[src/rtl/tweet_pkg.sv]
// tweet_pkg: shared constants, entry layout and state encoding for the tweet RAM controller
package tweet_pkg;
  localparam int DEPTH = 256;
  localparam int LIMIT = 160;
  localparam logic [7:0] BS_CODE = 8'h08;
  localparam int VALID_BIT = 15;
  localparam int CHAR_LSB = 0;
  localparam int CHAR_W = 8;
  localparam logic [2:0] S_CLEAR = 3'd0;
  localparam logic [2:0] S_IDLE = 3'd1;
  localparam logic [2:0] S_WRITE = 3'd2;
  localparam logic [2:0] S_PLAY_RD = 3'd3;
  localparam logic [2:0] S_PLAY_WAIT = 3'd4;
  localparam logic [2:0] S_PLAY_OUT = 3'd5;
endpackage

[src/rtl/tweet_ram_ctrl.sv]
// tweet_ram_ctrl: arbitrates the single-port tweet RAM between char writer, playback reader and clear sweep
module tweet_ram_ctrl import tweet_pkg::*; #(
  parameter int DEPTH = tweet_pkg::DEPTH,
  parameter int LIMIT = tweet_pkg::LIMIT,
  parameter logic [7:0] BS_CODE = tweet_pkg::BS_CODE
) (
  input logic sysclk,
  input logic reset,
  input logic rx_valid,
  output logic rx_ready,
  input logic [7:0] rx_data,
  input logic play_start,
  input logic clr_req,
  output logic tx_valid,
  input logic tx_ready,
  output logic [7:0] tx_data,
  output logic play_done,
  output logic overflow,
  output logic busy,
  output logic full,
  output logic [7:0] count,
  output logic [$clog2(DEPTH)-1:0] ram_addr,
  output logic ram_we,
  output logic [15:0] ram_wdata,
  input logic [15:0] ram_rdata
);
  localparam int AW = $clog2(DEPTH);
  localparam logic [7:0] LIM = 8'(LIMIT);
  logic [2:0] st;
  logic [AW-1:0] idx;
  logic [7:0] rd_ptr;
  logic accept;
  logic unused_bits;
  assign accept = st == S_IDLE && rx_valid && rx_ready;
  assign unused_bits = ^ram_rdata[14:8];
  always_ff @(posedge sysclk or posedge reset)
    if (reset) begin
      st <= S_CLEAR;
      idx <= '0;
      rd_ptr <= '0;
      ram_we <= 1'b0;
      ram_addr <= '0;
      ram_wdata <= '0;
      rx_ready <= 1'b0;
      tx_valid <= 1'b0;
      tx_data <= '0;
      play_done <= 1'b0;
      overflow <= 1'b0;
      busy <= 1'b1;
      full <= 1'b0;
      count <= '0;
    end else begin
      play_done <= 1'b0;
      overflow <= 1'b0;
      ram_we <= 1'b0;
      if (clr_req && st != S_CLEAR) begin
        st <= S_CLEAR;
        idx <= '0;
        tx_valid <= 1'b0;
        rx_ready <= 1'b0;
        busy <= 1'b1;
      end else case (st)
        S_CLEAR: begin
          ram_we <= 1'b1;
          ram_addr <= idx;
          ram_wdata <= '0;
          idx <= idx + 1'b1;
          count <= '0;
          full <= 1'b0;
          if (idx == AW'(DEPTH - 1)) begin
            st <= S_IDLE;
            rx_ready <= 1'b1;
            busy <= 1'b0;
          end
        end
        S_IDLE: begin
          rx_ready <= !accept;
          if (accept) begin
            if (rx_data == BS_CODE) begin
              if (count != 8'd0) begin
                st <= S_WRITE;
                busy <= 1'b1;
                ram_we <= 1'b1;
                ram_addr <= AW'(count - 8'd1);
                ram_wdata <= '0;
                count <= count - 8'd1;
                full <= 1'b0;
              end
            end else if (count == LIM) overflow <= 1'b1;
            else begin
              st <= S_WRITE;
              busy <= 1'b1;
              ram_we <= 1'b1;
              ram_addr <= AW'(count);
              ram_wdata <= {1'b1, 7'b0, rx_data};
              count <= count + 8'd1;
              full <= count + 8'd1 == LIM;
            end
          end else if (play_start) begin
            if (count == 8'd0) play_done <= 1'b1;
            else begin
              st <= S_PLAY_RD;
              busy <= 1'b1;
              rx_ready <= 1'b0;
              rd_ptr <= '0;
              ram_addr <= '0;
            end
          end
        end
        S_WRITE: begin
          st <= S_IDLE;
          rx_ready <= 1'b1;
          busy <= 1'b0;
        end
        S_PLAY_RD: st <= S_PLAY_WAIT;
        S_PLAY_WAIT:
          if (!ram_rdata[VALID_BIT]) begin
            play_done <= 1'b1;
            st <= S_IDLE;
            rx_ready <= 1'b1;
            busy <= 1'b0;
          end else begin
            tx_data <= ram_rdata[CHAR_LSB +: CHAR_W];
            tx_valid <= 1'b1;
            st <= S_PLAY_OUT;
          end
        S_PLAY_OUT:
          if (tx_ready) begin
            tx_valid <= 1'b0;
            rd_ptr <= rd_ptr + 8'd1;
            if (rd_ptr + 8'd1 == count) begin
              play_done <= 1'b1;
              st <= S_IDLE;
              rx_ready <= 1'b1;
              busy <= 1'b0;
            end else begin
              st <= S_PLAY_RD;
              ram_addr <= AW'(rd_ptr + 8'd1);
            end
          end
        default: begin
          st <= S_CLEAR;
          idx <= '0;
        end
      endcase
    end
endmodule

[config.mk]
export PLATFORM = sky130hd
export DESIGN_NAME = tweet_ram_ctrl
export DESIGN_NICKNAME = d
export VERILOG_FILES = /design/src/rtl/tweet_pkg.sv /design/src/rtl/tweet_ram_ctrl.sv
export SDC_FILE = /design/constraint.sdc
export NUM_CORES = 1
export LEC_CHECK = 0
export CAP_MARGIN = 20
export CORE_ASPECT_RATIO = 0.5
export CORE_UTILIZATION = 47
export CTS_CLUSTER_DIAMETER = 120
export DETAILED_ROUTE_END_ITERATION = 6
export HOLD_SLACK_MARGIN = 0.12
export PLACE_DENSITY = 0.77
export SETUP_SLACK_MARGIN = 0.4
export SLEW_MARGIN = 5
export SYNTH_ARGS = -nofsm -noshare
export SYNTH_HDL_FRONTEND = slang
export SYNTH_SLANG_ARGS = --single-unit
[constraint.sdc]
create_clock -name sysclk -period 2.4 [get_ports sysclk]
set_input_delay 0.48 -clock sysclk [delete_from_list [all_inputs] [get_ports sysclk]]
set_output_delay 0.48 -clock sysclk [all_outputs]
set_load 0.01 [all_outputs]
==> qor.yml <==
place:
  gp_congestion: 0.9625
  dp.cells: 632
  place_area_mm2: 0.004972
  place_ws_ns: -0.3639
  dp_hpwl_mm: 7.946
  port_buffers: 62
grt:
  grt_pass1_wl_mm: 18.64
  gr-total-overflow: 0
  track_usage_pct: 29.49
  grt_max_degree: 36
  grt_pass1_vias: 3692
  antenna_found_initial: 0
sta:
  worst_hold_slack_ns: 0.4296
  finalClockSkew_ns: 0.007953
  tns_ns: 0
  max_clock_freq_mhz: 433.7
  drv_slew: 0
  rsz0062_at_grt: "yes"
  timing.final.crit_share_pct: 96.07
  hold_viol_final: 0
  setup_slack_ns: 0.09437
  setup_viol: 0
  fin_crit_ns: 2.306
synthesis:
  synth_area_mm2: 0.003767
  seq_area_frac_synth_pct: 39.22
  synth_cell_types: 67
  synth_top_area_share_pct: 38.53
  ys.warnings.count: 0
  yosys.area.top_type: "dfrtp_1"
  synth_flop_cell: "dfrtp_1"
  yosysMostFrequentCell: "dfrtp_1"
  avgSynthCellArea_um2: 8.949
  synth-edff-count: 0
  yosys_register_bits: 59
  syn_inst: 421
  synth.area.top_cells: "dfrtp_1 39%, o21ai_0 6.5%, nand2_1 4.9%"
  async_flop_share_pct: 100.0
  synth_common_cells: "58 x dfrtp_1, 49 x nand2_1, 49 x o21ai_0, 36 x nor2_1, 19 x xnor2_1"
final_layout:
  syn_to_final_growth_pct: 50.08
  nFillCells: 520
  antenna_cells: 0
  drive_gt1_share_pct: 34.10
  fin_util_pct: 74.97
  fin_cells: 674
  final_nets: 599
  design_area_mm2: 0.005654
clock_tree:
  cts_tree: "done"
  clkTransAtPathRegs_ns: 0.06
  cts_sinks: 59
  worstSkewPairLatency_ns: 0.34
  cts-root-buf: "clkbuf_16"
  clockBufferDepth: 2
  htreeDepth: 3
  numCtsBuffers: 9
  cts_hold_buf: 0
route:
  drtAntennaViolNets: 0
  dr.pass1.iters: 5
  wl_per_cell_um: 17.75
  dr.first_iter.drc_count: 411
  top_layer_used: "met4"
  vias: 3833
  wl_met3_mm: 1.021
  detail_route.drc_violations: 0
  dr_wl_met2_mm: 5.495
  avgViaCountPerCell: 5.687
  m1WireLength_mm: 5.158
  finalWirelength_mm: 11.97
floorplanning:
  dieArea_mm2: 0.008399
  start_util_pct: 49.95
  rows: 22
  ioPinCount: 77
  die_w_um: 128.6
  core-area_mm2: 0.007542
  die_height_um: 65.31
worst_setup_path:
  cpMostUsedCell: "and3_4"
  worstSetupPathType: "register to register"
  crit_chain: "ha_4 -> and3_4 -> and3_4 -> xnor3_1 -> a2111oi_4 -> buf_4 -> o211ai_1 -> mux2_2"
  cp-start-kind: "register"
  r2r_start: "rd_ptr[1]"
  arrival_ns: 2.57
  worst-endpoint-required_ns: 2.67
  end_kind: "register"
  r2r_cells: 8
  r2r_end: "busy"
  cpMaxStageDelayCell: "a2111oi_4"
  worst-path-max-fanout: 4
  r2r_setup_slack_ns: 0.09
  max_stage_delay_ns: 0.44
outcome:
  status: "complete, no violations"
power:
  leakagePower_nw: 2.519
  netSwitchingFraction_pct: 37.99
  p_int_mw: 3.625
  p_clk_share_pct: 22.0
  power_frac_comb_pct: 53.7
  ir_drop_mv: 0.7288
  p_sw_mw: 2.221
  power_density_mw_per_mm2: 1034
  power.total_mw: 5.845
  p_seq_share_pct: 24.3
hold_path:
  holdCritStartpoint: "rx_data[1]"
  holdPathEnd: "ram_wdata[1]"
  hp-class: "input pin to register"
  hold_depth: 3
job:
  maxCapViolCount: 0
worst max-delay path: cells and delay by family, from the launching register on:
kind	cells	cell delay, ns
simple gates	2	0.36
mux	1	0.31
compound gates	2	0.57
flops	1	0.37
xor+xnor	1	0.25
fa+ha+maj	1	0.15
buf+inv	1	0.22
power by group through the flow:
stage	clock (mW)	sequential, mW	combinational [mW]
after CTS	1.30	1.41	2.81
final	1.29	1.42	3.14
after global routing	1.34	1.44	3.33
after global placement	0	1.40	2.56
after floorplan	0	1.48	1.48
after detailed placement	0	1.42	2.62
cell families (layout without fill, tap and decap cells):
family                   after synthesis  count (layout)  share of synthesized area [%]
flip-flops                            59              59                          39.22
adder cells (fa/ha/maj)                8               8                          2.657
AO/OA/AOI/OAI                        102             103                          17.07
XOR/XNOR                              27              27                          7.008
AND/OR/NAND/NOR                      160             160                          21.69
buffers and inverters                 45             183                          6.044
other                                  1               7                        0.09954
multiplexers                          19              19                          6.211
worst max path at each step:
stage | from | end | slack [ns] | cells after the start
2_1_floorplan | rd_ptr[0] | ram_addr[2] | 0.17 | 8
3_3_place_gp | rx_data[4] | ram_addr[4] | -0.32 | 8
3_5_place_dp | rx_data[2] | ram_addr[6] | -0.36 | 7
4_1_cts | rd_ptr[0] | ram_addr[6] | 0.14 | 8
5_1_grt | rd_ptr[1] | busy | 0.02 | 8
6_report | rd_ptr[1] | busy | 0.09 | 8
placed cells by master, fill, tap and decap left out, drive strengths merged, types with 5 or more instances in the layout:
master / count
nand2: 49
a21oi: 15
buf: 91
dfrtp: 58
nor3: 8
xnor2: 19
inv: 13
o211ai: 5
xor2: 6
clkbuf: 17
ha: 8
nor2: 37
nand3: 18
conb: 7
mux2: 17
or3: 5
and3: 8
clkinv: 6
o21ai: 50
nand4: 5
clkdlybuf4s50: 54
nor2b: 6
registers in the layout (all words and copies together) (netlist names), 3 cells and up:
signal / count
tx_data: 8
st: 3
idx: 8
count: 8
ram_wdata: 9
rd_ptr: 8
ram_addr: 8
cell type report:
| type | count | area (µm²) | area share (%) |
|---|---|---|---|
| inverter | 14 | 55.05 | 0.9737 |
| tap | 108 | 135.1 | 2.390 |
| sequential | 59 | 1490 | 26.36 |
| timing repair buffer | 153 | 1313 | 23.21 |
| clock buffer | 10 | 239.0 | 4.227 |
| multi-input combinational | 324 | 2367 | 41.87 |
| clock inverter | 6 | 55.05 | 0.9737 |
layer usage:
metal	track usage, %	up-vias
met3	8.306	28
met4	9.412	0
met2	46.82	198
met5	0	-
met1	39.13	1845
li1	-	1762
timing repair:
item                                    CTS  global route
resized for setup                        41            54
endpoints found under the setup margin   32            42
gates cloned                              2             1
buffers inserted                          5            18
pin swaps                                15            18
endpoints found under the hold margin     0             0
Power figures use the tool's default switching activity.
